`config.mk`:
```
export PLATFORM = sky130hd
export DESIGN_NAME = agex_muldiv_seq
export DESIGN_NICKNAME = d
export VERILOG_FILES = /design/src/rtl/agex_muldiv_seq.sv
export SDC_FILE = /design/constraint.sdc
export NUM_CORES = 1
export LEC_CHECK = 0
export BUFFER_PORTS_ARGS = -buffer_cell sky130_fd_sc_hd__buf_2
export CAP_MARGIN = 20
export CORE_MARGIN = 2
export CORE_UTILIZATION = 55
export DETAILED_ROUTE_END_ITERATION = 16
export PLACE_DENSITY_LB_ADDON = 0.2
export SETUP_SLACK_MARGIN = 0.3
export SKIP_CTS_REPAIR_TIMING = 1
export SYNTH_ARGS = -nofsm -noshare
export SYNTH_HDL_FRONTEND = slang
export SYNTH_SLANG_ARGS = --single-unit
export TNS_END_PERCENT = 5
```
`constraint.sdc`:
```
create_clock -name clk -period 6.7 [get_ports clk]
set_input_delay 1.005 -clock clk [delete_from_list [all_inputs] [get_ports clk]]
set_output_delay 1.005 -clock clk [all_outputs]
set_load 0.005 [all_outputs]
```
`src/rtl/agex_muldiv_seq.sv`:
```
// Iterative M-extension multiply/divide unit for the AGEX stage.
// Radix-2 shift-add multiply, restoring divide, sign fix-up at the end.
module agex_muldiv_seq #(
  parameter int XLEN    = 32,
  parameter int REGBITS = 5
) (
  input  logic               clk,
  input  logic               reset_n,
  input  logic               flush,
  input  logic               req_valid,
  output logic               req_ready,
  input  logic [2:0]         req_op,
  input  logic [XLEN-1:0]    req_a,
  input  logic [XLEN-1:0]    req_b,
  input  logic [REGBITS-1:0] req_wregno,
  output logic               resp_valid,
  input  logic               resp_ready,
  output logic [XLEN-1:0]    resp_data,
  output logic [REGBITS-1:0] resp_wregno,
  output logic               busy
);

  localparam int CW = $clog2(XLEN) + 1;

  localparam logic [2:0] OP_MUL    = 3'd0;
  localparam logic [2:0] OP_MULH   = 3'd1;
  localparam logic [2:0] OP_MULHSU = 3'd2;
  localparam logic [2:0] OP_MULHU  = 3'd3;
  localparam logic [2:0] OP_DIV    = 3'd4;
  localparam logic [2:0] OP_DIVU   = 3'd5;
  localparam logic [2:0] OP_REM    = 3'd6;
  localparam logic [2:0] OP_REMU   = 3'd7;

  localparam logic [XLEN-1:0] ONE  = {{(XLEN-1){1'b0}}, 1'b1};
  localparam logic [XLEN-1:0] MINV = {1'b1, {(XLEN-1){1'b0}}};

  typedef enum logic [1:0] {IDLE, CALC, FIX, DONE} state_t;

  state_t            state, state_nx;
  logic [2:0]        op_q;
  logic              neg_q;
  logic [XLEN-1:0]   d_q;
  logic [XLEN-1:0]   hi_q;
  logic [XLEN-1:0]   lo_q;
  logic [CW-1:0]     cnt_q;

  logic              accept;
  logic              a_sop, b_sop, sa, sb;
  logic [XLEN-1:0]   a_mag, b_mag;
  logic              sign_in;
  logic              div0, ovf, special;
  logic [XLEN-1:0]   spec_data;

  logic [XLEN:0]     mul_sum;
  logic [XLEN:0]     div_sh, div_diff;
  logic [XLEN-1:0]   hi_nx, lo_nx;
  logic [XLEN-1:0]   fix_data;

  assign accept     = req_valid && (state == IDLE) && !flush;
  assign req_ready  = (state == IDLE);
  assign busy       = (state != IDLE);
  assign resp_valid = (state == DONE);

  // Operand signedness, magnitudes and special-case detection at the request
  always_comb begin
    a_sop = (req_op == OP_MULH) || (req_op == OP_MULHSU) ||
            (req_op == OP_DIV)  || (req_op == OP_REM);
    b_sop = (req_op == OP_MULH) || (req_op == OP_DIV) ||
            (req_op == OP_REM);
    sa    = a_sop && req_a[XLEN-1];
    sb    = b_sop && req_b[XLEN-1];
    a_mag = sa ? (~req_a + ONE) : req_a;
    b_mag = sb ? (~req_b + ONE) : req_b;
    if (req_op == OP_REM)
      sign_in = sa;
    else if (req_op == OP_MUL)
      sign_in = 1'b0;
    else
      sign_in = sa ^ sb;
    div0    = req_op[2] && (req_b == '0);
    ovf     = ((req_op == OP_DIV) || (req_op == OP_REM)) &&
              (req_a == MINV) && (req_b == '1);
    special = div0 || ovf;
    spec_data = '0;
    unique case (1'b1)
      div0 && !req_op[1]: spec_data = '1;
      div0 &&  req_op[1]: spec_data = req_a;
      ovf  && !req_op[1]: spec_data = MINV;
      default:            spec_data = '0;
    endcase
  end

  // One shift-add or shift-subtract step on the working registers
  always_comb begin
    mul_sum  = {1'b0, hi_q} + (lo_q[0] ? {1'b0, d_q} : '0);
    div_sh   = {hi_q, lo_q[XLEN-1]};
    div_diff = div_sh - {1'b0, d_q};
    if (op_q[2]) begin
      hi_nx = div_diff[XLEN] ? div_sh[XLEN-1:0] : div_diff[XLEN-1:0];
      lo_nx = {lo_q[XLEN-2:0], ~div_diff[XLEN]};
    end else begin
      hi_nx = mul_sum[XLEN:1];
      lo_nx = {mul_sum[0], lo_q[XLEN-1:1]};
    end
  end

  // Sign fix-up and result selection; high half of -P borrows from low half
  always_comb begin
    fix_data = '0;
    unique case (op_q)
      OP_MUL:    fix_data = lo_q;
      OP_MULH,
      OP_MULHSU,
      OP_MULHU:  fix_data = neg_q ?
                   (~hi_q + {{(XLEN-1){1'b0}}, (lo_q == '0)}) : hi_q;
      OP_DIV,
      OP_DIVU:   fix_data = neg_q ? (~lo_q + ONE) : lo_q;
      OP_REM,
      OP_REMU:   fix_data = neg_q ? (~hi_q + ONE) : hi_q;
      default:   fix_data = '0;
    endcase
  end

  // State register
  always_ff @(posedge clk or negedge reset_n) begin
    if (!reset_n)
      state <= IDLE;
    else
      state <= state_nx;
  end

  // Next-state logic; flush overrides every transition
  always_comb begin
    state_nx = state;
    if (flush) begin
      state_nx = IDLE;
    end else begin
      unique case (state)
        IDLE: if (accept) state_nx = special ? DONE : CALC;
        CALC: if (cnt_q == CW'(XLEN - 1)) state_nx = FIX;
        FIX:  state_nx = DONE;
        DONE: if (resp_ready) state_nx = IDLE;
        default: state_nx = IDLE;
      endcase
    end
  end

  // Operand latch, iteration datapath and result registers
  always_ff @(posedge clk or negedge reset_n) begin
    if (!reset_n) begin
      op_q        <= '0;
      neg_q       <= 1'b0;
      d_q         <= '0;
      hi_q        <= '0;
      lo_q        <= '0;
      cnt_q       <= '0;
      resp_data   <= '0;
      resp_wregno <= '0;
    end else if (flush) begin
      cnt_q <= '0;
    end else if (accept) begin
      op_q        <= req_op;
      neg_q       <= sign_in;
      d_q         <= req_op[2] ? b_mag : a_mag;
      lo_q        <= req_op[2] ? a_mag : b_mag;
      hi_q        <= '0;
      cnt_q       <= '0;
      resp_wregno <= req_wregno;
      if (special)
        resp_data <= spec_data;
    end else if (state == CALC) begin
      hi_q  <= hi_nx;
      lo_q  <= lo_nx;
      cnt_q <= cnt_q + 1'b1;
    end else if (state == FIX) begin
      resp_data <= fix_data;
    end
  end

endmodule
```
Yosys cells after proc, flatten, opt, wreduce, memory -nomap -nowiden
Cells that the tools add are included.
{"block": "totals", "register_bits": 145, "input_bits": 77, "out_inout_bits": 40, "elab_cells": 113}
{"block": "classes", "addsub": 8, "eq_ne": 22, "muxes": 32, "bitwise": 7, "n_reduce_logical": 35}
{"operator": "$mux 32", "count": 19}
{"operator": "$add 32x1->32 const B", "count": 4}
{"operator": "$not 32->32", "count": 4}
{"operator": "$pmux 32 s4", "count": 1}
{"operator": "$pmux 32 s3", "count": 1}
{"operator": "$eq 32x32->1 const B", "count": 2}
{"operator": "$logic_not 32->1", "count": 2}
{"operator": "$add 32x32->33", "count": 1}
{"operator": "$sub 33x32->33", "count": 1}
{"operator": "$add 32x1->32", "count": 1}
{"operator": "$eq 3x3->1 const B", "count": 6}
{"operator": "$mux 6", "count": 3}
{"operator": "$logic_and 1x1->1", "count": 10}
{"operator": "$mux 2", "count": 5}
{"operator": "$eq 3x2->1 const B", "count": 3}
{"operator": "$pmux 2 s4", "count": 1}
{"operator": "$logic_or 1x1->1", "count": 7}
{"operator": "$add 6x1->6 const B", "count": 1}
{"operator": "$eq 3x1->1 const B", "count": 2}
{"operator": "$eq 6x5->1 const B", "count": 1}
{"operator": "$logic_not 3->1", "count": 2}
{"operator": "$ne 3x2->1 const B", "count": 2}
{"operator": "$reduce_bool 2->1", "count": 3}
{"operator": "$eq 2x2->1 const B", "count": 2}
{"operator": "other kinds (15)", "count": 20}

Longest topological paths before layout
Gate-level depths: netlist (run 1).
{"block": "depth", "word_depth": 9, "mapped_depth": 18, "mapped_depth_nobuf": 16}

Worst setup path before layout (run 1)
OpenSTA, ideal clock, no wires.
{"block": "synth_path", "path_type": "flip-flop to flip-flop", "from": "reg lo_q[0]", "to": "reg resp_data[20]", "setup_ps": 123, "arrival_ps": 4496, "t_required_ps": 6577, "slack_ps": 2081, "stages_incl_launch_ff": 18, "n_path_buf": 2, "synth_period_minus_slack_ps": 4619, "path_cell_list": "dfrtp_1 inv_1 clkbuf_1 ha_1 or4b_1 clkbuf_1 nor4_1 nand3_1 nor3_1 ha_1 nor4b_1 a41oi_1 or3_1 a21oi_1 o221ai_1 a21oi_1 a2bb2oi_1 nand2_1"}
{"block": "synth_via", "elab_chain_cells": 7, "word_cells_on_any_way": 10, "classes_between": "2 x add/sub; 6 x mux; 1 x bitwise; 1 x reduce/logical"}
{"item": "start, declared", "line_no": "44", "source": "logic [XLEN-1:0] lo_q;"}
{"item": "start signal, assigned", "line_no": "165", "source": "lo_q <= req_op[2] ? a_mag : b_mag;"}
{"item": "start signal, assigned", "line_no": "173", "source": "lo_q <= lo_nx;"}
{"item": "$logic_not 32->1 or $not 32->32 (tied branches)", "line_no": "115, 117"}
{"item": "$add 32x1->32 (on tied branches)", "line_no": "115, 117"}
{"item": "$mux 32 (on tied branches)", "line_no": "114, 117"}
{"item": "$pmux 32 s4 (*)", "line_no": "110", "source": "unique case (op_q)"}
{"item": "$mux 32 (*)", "line_no": "175", "source": "end else if (state == FIX) begin"}
{"item": "$mux 32 (*)", "line_no": "171", "source": "end else if (state == CALC) begin"}
{"item": "$mux 32 (*)", "line_no": "161", "source": "end else if (accept) begin"}
{"item": "end signal, assigned", "line_no": "170", "source": "resp_data <= spec_data;"}
{"item": "end signal, assigned", "line_no": "176", "source": "resp_data <= fix_data;"}
{"item": "end, declared", "line_no": "18", "source": "output logic [XLEN-1:0] resp_data,"}
Every way passes the cells marked *; elsewhere a longest branch is shown, timed or not. The select of a mux whose other input is x is not followed.
A chain may end at the register's enable or synchronous reset.

Final worst setup path (run 1)
Ends and elaborated chain as after synthesis.

==> metrics, run 1 <==
Ports 117; Layout area overhead 8.84%; CTS Buf Count 17; clock root cell clkbuf_16; gpl congestion 0.992; Hold Path Class reg2reg; CP Max Fanout 31; synth warn 0; Final Util 60.4%; Post-Syn Area 15300 µm²; family with the most delay on the worst path simple AND/OR/NAND/NOR gates; Total Power 9.05 mW; Post-Synthesis Cells 2070; most common cell after layout, fill and taps aside o21ai_0; post-detailed-placement cell area 16000 µm²; starting density of the core 55.5%; skew final 0.0114 ns; Seq/Total Area, Yosys 23.7%; layout cell share with drive strength beyond 1 9.71%; post-synth net total 2225; Detailed Routing Iterations Pass 1 6; Synth cell types 79; GRT Residual Overflow 0; most frequent cells in the layout 237 x o21ai_0, 203 x nand2_1, 191 x nor2_1, 190 x a21oi_1, 144 x dfrtp_1; Fmax 0.178 GHz; CP Capture Type register; max incr delay on CP 0.78 ns; Ant. Diodes 0; Final ANT Viol Nets 0; CTS tree yes; setup slack after layout 1.08 ns; Reg2Reg Setup Slack 1.08 ns; Placed Cells 2446; outcome complete, no violations; Worst-Skew Late Latency 0.45 ns; wire length per cell 23.7 µm; Fin Hold WS 0.477 ns; Fill cells 2637; H-tree depth 4; clk sink count 145; CP Buf/Inv Count 2; vias per cell 6.76; Crit path arrival time 5.94 ns; CP Data Required Time 7.02 ns; prevailing post-synth register cell dfrtp_1; IO Port Bufs 116; Worst-path clk slew 0.06 ns; number of synthesized flops with an enable pin 0; critical path, cell by cell inv_1, buf_4, ha_1, or4b_1, nor4_1, nand3_1, nor3_1, ha_1, nor4b_1, a41oi_1, or3_1, a21oi_1, o221ai_1, a21oi_1, a2bb2oi_1, nand2_1; LEAKAGE 7.39 nW; RSZ-0062 raised after global routing false; post-route design area 16700 µm²; Max Cap Violations 0; Hold Violations, Final 0; Routed WL 58.7 mm; vias in the first global route 15300; Slew HR 18.8%; post-synth top area cell dfrtp_1; Non-Filler Instances 2479; initial antenna violation count 1; Post-synth ARST share 100%; Worst path slowest cell nor4_1; top cells by area, synth dfrtp_1 24%, o21ai_0 7.7%, a21oi_1 6.2%; global-route wire length before repair 89.5 mm; Die Wd 171 µm; Nets 2244; top-area cell type share of the netlist area 23.7%; minimum clock period 5.62 ns; core box area 27600 µm²; final setup vio count 0; Final Cycle Share 83.9%; pin count of the biggest net entering global routing 88; die height 171 µm; HPWL Detailed 44.6 mm; critical path startpoint category register; Cell Rows 61; initial DRC count 2160; Setup TNS 0 ns; CTS max path bufs 2; DIE AREA 29200 µm²; PD cells 542 nW/µm²; pre-CTS setup slack 1.23 ns; peak supply drop 0.000205 V; average size of a mapped cell 7.41 µm²; critical path class reg2reg; Max Slew Vio Count 0; DRC viols 0; GRT Util Overall 40.1%; Vias 16800; Synth Register Bits 145; Worst-Margin Slew 1.21 ns
-- cells in the mapped netlist, types with 25 or more instances --
cell      count
nand3_1      25
dfrtp_1     145
a21oi_1     190
xnor2_1      80
a21o_1       44
inv_1        81
a22oi_1      32
a31oi_1      31
o211ai_1     59
clkbuf_1    115
nand2_1     203
o21ai_0     237
xor2_1       71
ha_1         76
mux2i_1      58
nor2_1      193
nor3_1       39
-- worst register-to-register path, cell delays in order, from the launching register on --
cell and delay [ns]:
dfrtp_1 0.43, inv_1 0.07, buf_4 0.31, ha_1 0.30, or4b_1 0.59, nor4_1 0.78
nand3_1 0.20, nor3_1 0.30, ha_1 0.26, nor4b_1 0.78, a41oi_1 0.30, or3_1 0.41
a21oi_1 0.21, o221ai_1 0.14, a21oi_1 0.19, a2bb2oi_1 0.17, nand2_1 0.06
-- sequential cells by signal (all words and copies together), names as in the netlist --
| signal | count |
|---|---|
| hi_q | 32 |
| lo_q | 32 |
| resp_data | 32 |
| state | 2 |
| resp_wregno | 5 |
| cnt_q | 6 |
| neg_q | 1 |
| op_q | 3 |
| d_q | 32 |
-- cell type report --
class                      count  area, µm²  share of cell area [%]
timing repair buffer         139        790                    4.73
tap                          378        473                    2.83
clock inverter                 9        131                   0.787
inverter                      82        308                    1.84
clock buffer                  22        474                    2.84
multi-input combinational   1704      10900                    65.2
sequential                   145       3630                    21.8
-- power breakdown --
group          total, mW  internal (mW)  switching [mW]
combinational       6.21           2.32            3.89
clock               1.02          0.613           0.408
sequential          1.82           1.22           0.599
-- metal layers --
| layer | GRT usage (%) | share of wire, % | routed length, µm |
|---|---|---|---|
| met5 | 0 | 0 | 0 |
| met4 | 20.5 | 5.7 | 3360 |
| met3 | 9.25 | 9.6 | 5630 |
| met2 | 63.5 | 45 | 26400 |
| met1 | 51.3 | 40 | 23400 |
-- path summary, 6_finish.rpt --
check                                                 from                         end  cells after the start
worst min-delay path            resp_wregno[1]$_DFFE_PN0P_  resp_wregno[1]$_DFFE_PN0P_                      2
worst min register to register  resp_wregno[1]$_DFFE_PN0P_  resp_wregno[1]$_DFFE_PN0P_                      2
min in group asynchronous                          reset_n        cnt_q[3]$_DFFE_PN0P_                      1
max in group asynchronous                          reset_n         lo_q[5]$_DFFE_PN0P_                      2
worst max register to register         lo_q[0]$_DFFE_PN0P_   resp_data[20]$_DFFE_PN0P_                     16
worst max-delay path                   lo_q[0]$_DFFE_PN0P_   resp_data[20]$_DFFE_PN0P_                     16
-- kinds of logic after synthesis --
kind of cell    after synthesis  synth area share, %
compound gates              779                 32.0
mux                          64                 4.23
xor+xnor                    151                 8.63
flops                       145                 23.7
simple gates                632                 19.5
fa+ha+maj                    78                 6.46
buf+inv                     221                 5.53
No activity file was read; power rests on OpenSTA's default activity.
==> run 2, diff against run 1 <==
Clock period 6.7 ns to 5.6 ns, I/O delays scaled along.
==> metrics, run 2 (synthesized netlist as in run 1, its figures left out) <==
outcome complete, no violations; critical path startpoint category register; CTS max path bufs 2 (unchanged); Max Slew Vio Count 0 (unchanged); Slew HR 18.6% (-0.24 points); die height 171 µm (unchanged); DIE AREA 29200 µm² (unchanged); vias in the first global route 15200 (-0.49%); Ports 117 (unchanged); Hold Violations, Final 0 (unchanged); Reg2Reg Setup Slack 0.78 ns (-0.30 ns); skew final 0.0160 ns (+0.00459 ns); GRT Residual Overflow 0 (unchanged); Final ANT Viol Nets 0 (unchanged); Setup TNS 0 ns (unchanged); vias per cell 6.72 (-0.61%); IO Port Bufs 116 (unchanged); global-route wire length before repair 88.6 mm (-1.1%); Final Cycle Share 86.0% (+2.1 points); Ant. Diodes 0 (unchanged); Fmax 0.208 GHz (+17%); layout cell share with drive strength beyond 1 9.83% (+0.12 points); Cell Rows 61 (unchanged); CTS Buf Count 17 (unchanged); final setup vio count 0 (unchanged); Worst-Skew Late Latency 0.45 ns (about the same); GRT Util Overall 39.8% (-0.34 points); Max Cap Violations 0 (unchanged); most common cell after layout, fill and taps aside o21ai_0; minimum clock period 4.82 ns (-0.805 ns); Fill cells 2641 (+0.15%); critical path class reg2reg; CTS tree yes; Vias 16700 (-0.41%); Die Wd 171 µm (unchanged); Final Util 60.4% (about the same); initial DRC count 2031 (-6.0%); CP Capture Type register; CP Max Fanout 7 (-77%); CP Data Required Time 5.90 ns (-1.12 ns); Worst-path clk slew 0.07 ns (about the same); LEAKAGE 7.40 nW (about the same); Nets 2248 (+0.18%); clk sink count 145 (unchanged); H-tree depth 4 (unchanged); starting density of the core 55.5% (unchanged); clock root cell clkbuf_16; wire length per cell 23.3 µm (-1.6%); most frequent cells in the layout 237 x o21ai_0, 203 x nand2_1, 191 x nor2_1, 190 x a21oi_1, 144 x dfrtp_1; Worst-Margin Slew 1.22 ns (+0.00166 ns); Detailed Routing Iterations Pass 1 7 (+1); RSZ-0062 raised after global routing false; Layout area overhead 8.86% (about the same); area occupied by multi-input gates 10900 µm² (unchanged); storage element area 3630 µm² (unchanged); HPWL Detailed 44.3 mm (-0.75%); Crit path arrival time 5.12 ns (-0.82 ns); initial antenna violation count 0 (-1); peak supply drop 0.000217 V (+6.0%); core box area 27600 µm² (unchanged); DRC viols 0 (unchanged); PD cells 648 nW/µm² (+19%); Routed WL 57.9 mm (-1.4%); Hold Path Class reg2reg; pin count of the biggest net entering global routing 101 (+15%); gpl congestion 1.01 (+1.9%)
[run 2: cell count changes in the layout (fill, tap and decap cells not counted), sizes merged]
cell / change
buf: +4
clkbuf: +1
clkinv: +1
inv: -1
[run 2: final cells by class]
type	instances	area share, %
Inverter	82	1.84
Multi-Input combinational cell	1704	65.2
Timing Repair Buffer	143	4.79
Clock buffer	23	2.80
Sequential cell	145	21.7
Clock inverter	9	0.787
Tap cell	378	2.83
[run 2: path summary, 6_finish.rpt]
path | from | endpoint | depth (start not counted)
max in group asynchronous | reset_n | lo_q[19]$_DFFE_PN0P_ | 2
max reg2reg | lo_q[4]$_DFFE_PN0P_ | resp_data[18]$_DFFE_PN0P_ | 16
max | lo_q[4]$_DFFE_PN0P_ | resp_data[18]$_DFFE_PN0P_ | 16
min reg2reg | resp_wregno[3]$_DFFE_PN0P_ | resp_wregno[3]$_DFFE_PN0P_ | 2
min in group asynchronous | reset_n | cnt_q[1]$_DFFE_PN0P_ | 1
min | resp_wregno[3]$_DFFE_PN0P_ | resp_wregno[3]$_DFFE_PN0P_ | 2
[run 2: routing by layer]
metal	global-route usage [%]	vias to the layer above	wire length, µm
met3	7.33	170	5200
met1	51.5	7863	23300
met4	20.0	0	3030
met5	0	-	0
met2	63.7	992	26300
li1	-	7673	-
[run 2: critical path: stages, from the launching register on]
cell and delay, ns:
dfrtp_1 0.45, or3_1 0.44, or4b_1 0.66, nor4_1 0.30
buf_4 0.19, nand3_1 0.09, nor3_1 0.34, ha_1 0.29
nor4b_1 0.26, buf_4 0.20, a31oi_1 0.21, nor2_1 0.17
a21oi_1 0.05, o21ai_0 0.26, a21oi_1 0.10, o21ai_0 0.48
a31oi_1 0.18
[run 2: per-stage QoR]
step                      std cells  power [mW]  hold WS (ns)  cell area [µm²]  setup slack [ns]
after floorplan                2070        7.23         0.450            15300             0.981
after global placement         2450        9.23         0.454            16100             0.884
after detailed placement       2451        9.30         0.463            16100             0.852
after CTS                      2483        10.6         0.478            16700             0.844
after global routing           2484        11.5         0.508            16700             0.477
final                          2484        10.8         0.474            16700             0.782
[run 2: power by group]
part	total [mW]	switching [mW]	leakage, nW	internal, mW
logic	7.40	4.63	5.23	2.78
clock network	1.21	0.488	0.283	0.724
registers	2.20	0.742	1.88	1.46
==> run 3, diff against run 2 <==
Settings changed: CORE_MARGIN 2 to 5, PLACE_DENSITY set to 0.74, PLACE_DENSITY_LB_ADDON 0.2 to unset.
==> metrics, run 3 (synthesized netlist as in run 1, its figures left out) <==
outcome complete, no violations; Hold Path Class reg2reg; Cell Rows 61 (unchanged); H-tree depth 4 (unchanged); post-detailed-placement cell area 16100 µm² (+0.12%); skew final 0.0195 ns (+0.00344 ns); clock root cell clkbuf_16; Worst-path clk slew 0.08 ns (about the same); Final Cycle Share 86.1% (about the same); Vias 16600 (-0.38%); core box area 27600 µm² (unchanged); Hold Violations, Final 0 (unchanged); GRT Util Overall 36.8% (-3.0 points); Total Power 10.8 mW (about the same); CP Max Fanout 7 (unchanged); CTS tree yes; initial DRC count 1966 (-3.2%); CP Buf/Inv Count 1 (-1); post-route design area 16700 µm² (+0.15%); Routed WL 58.5 mm (+0.98%); GRT Residual Overflow 0 (unchanged); Nets 2251 (+0.13%); Setup TNS 0 ns (unchanged); DIE AREA 31300 µm² (+7.1%); IO Port Bufs 116 (unchanged); layout cell share with drive strength beyond 1 10.1% (+0.32 points); Fmax 0.207 GHz (about the same); Die Wd 177 µm (+3.5%); clk sink count 145 (unchanged); final setup vio count 0 (unchanged); Detailed Routing Iterations Pass 1 6 (-1); Worst path slowest cell or4b_1; DRC viols 0 (unchanged); vias in the first global route 15500 (+2.0%); most frequent cells in the layout 237 x o21ai_0, 203 x nand2_1, 191 x nor2_1, 190 x a21oi_1, 144 x dfrtp_1; Slew HR 32.0% (+13 points); gpl congestion 1.02 (+1.2%); peak supply drop 0.000270 V (+24%); CTS max path bufs 2 (unchanged); max incr delay on CP 0.66 ns (about the same); most common cell after layout, fill and taps aside o21ai_0; critical path, cell by cell or3_1, or4b_1, nor4_1, buf_4, nand3_1, nor3_1, ha_1, nor3b_1, a41oi_1, a221oi_1, xnor2_1, nor2_1, a41oi_1, o221ai_1, nand3_1; Max Slew Vio Count 0 (unchanged); Crit path arrival time 5.13 ns (about the same); Max Cap Violations 0 (unchanged); Worst-Skew Late Latency 0.45 ns (about the same); global-route wire length before repair 90.2 mm (+1.9%); Layout area overhead 9.03%; CP Data Required Time 5.90 ns (about the same); CTS Buf Count 17 (unchanged); initial antenna violation count 3 (+3); Reg2Reg Setup Slack 0.78 ns (about the same); HPWL Detailed 44.6 mm (+0.64%); LEAKAGE 7.43 nW (+0.40%); Non-Filler Instances 2489 (+0.20%); Final ANT Viol Nets 0 (unchanged); pin count of the biggest net entering global routing 101 (unchanged); critical path startpoint category register; Fill cells 2626 (-0.57%); minimum clock period 4.82 ns (+0.00369 ns); Worst-Margin Slew 1.02 ns (-0.200 ns); Ports 117 (unchanged); Placed Cells 2454 (+0.12%); wire length per cell 23.5 µm (+0.78%); critical path class reg2reg; family with the most delay on the worst path simple AND/OR/NAND/NOR gates; CP Capture Type register; RSZ-0062 raised after global routing false; PD cells 647 nW/µm² (-0.16%); vias per cell 6.68 (-0.58%); die height 177 µm (+3.5%); starting density of the core 55.5% (unchanged)
run 3: changes by cell type in the layout (fill, tap and decap cells not counted), sizes merged:
cell and change:
inv +11, clkbuf -5, buf +3, clkinvlp -3
bufinv -2, diode +2, clkinv -1
run 3: power by group:
| group | internal (mW) | leakage (nW) | switching (mW) | total (mW) |
|---|---|---|---|---|
| Combinational | 2.79 | 5.25 | 4.59 | 7.38 |
| Sequential | 1.46 | 1.88 | 0.742 | 2.20 |
| Clock | 0.652 | 0.298 | 0.582 | 1.23 |
| Total | 4.90 | 7.43 | 5.92 | 10.8 |
run 3: per-stage QoR:
stage,hold WS (ns),utilization [%],worst slack [ns]
after floorplan,0.450,-,0.981
after global placement,0.454,58.2,0.901
after detailed placement,0.457,58.3,0.903
after CTS,0.475,60.5,0.876
after global routing,0.510,60.5,0.560
final,0.469,60.5,0.779
run 3: worst register-to-register path: stages, from the launching register on:
cell and delay, ns:
dfrtp_1 0.45, or3_1 0.44, or4b_1 0.66, nor4_1 0.27, buf_4 0.18, nand3_1 0.09
nor3_1 0.32, ha_1 0.28, nor3b_1 0.42, a41oi_1 0.34, a221oi_1 0.55, xnor2_1 0.16
nor2_1 0.12, a41oi_1 0.05, o221ai_1 0.25, nand3_1 0.10
run 3: path summary, 6_finish.rpt:
| kind | startpoint | endpoint | depth (start not counted) |
|---|---|---|---|
| worst max-delay path | lo_q[4]$_DFFE_PN0P_ | resp_data[27]$_DFFE_PN0P_ | 15 |
| worst max register to register | lo_q[4]$_DFFE_PN0P_ | resp_data[27]$_DFFE_PN0P_ | 15 |
| min in group asynchronous | reset_n | cnt_q[4]$_DFFE_PN0P_ | 1 |
| worst min register to register | resp_wregno[4]$_DFFE_PN0P_ | resp_wregno[4]$_DFFE_PN0P_ | 2 |
| max in group asynchronous | reset_n | d_q[23]$_DFFE_PN0P_ | 2 |
| worst min-delay path | resp_wregno[4]$_DFFE_PN0P_ | resp_wregno[4]$_DFFE_PN0P_ | 2 |
run 3: final cells by class:
cell class / instances / area (µm²) / share of cell area [%]
multi-input combinational: 1704 / 10900 / 65.1
sequential: 145 / 3630 / 21.7
timing repair buffer: 146 / 818 / 4.90
tap: 378 / 473 / 2.83
clock buffer: 18 / 439 / 2.63
inverter: 82 / 308 / 1.84
clock inverter: 14 / 161 / 0.966
antenna: 2 / 5.00 / 0.0299
run 3: layer usage:
layer	up-vias	routed length, µm	track usage (%)
met4	2	2670	15.1
met3	167	5430	6.62
met5	-	13	0
li1	7670	-	-
met2	924	26800	58.8
met1	7871	23600	49.4
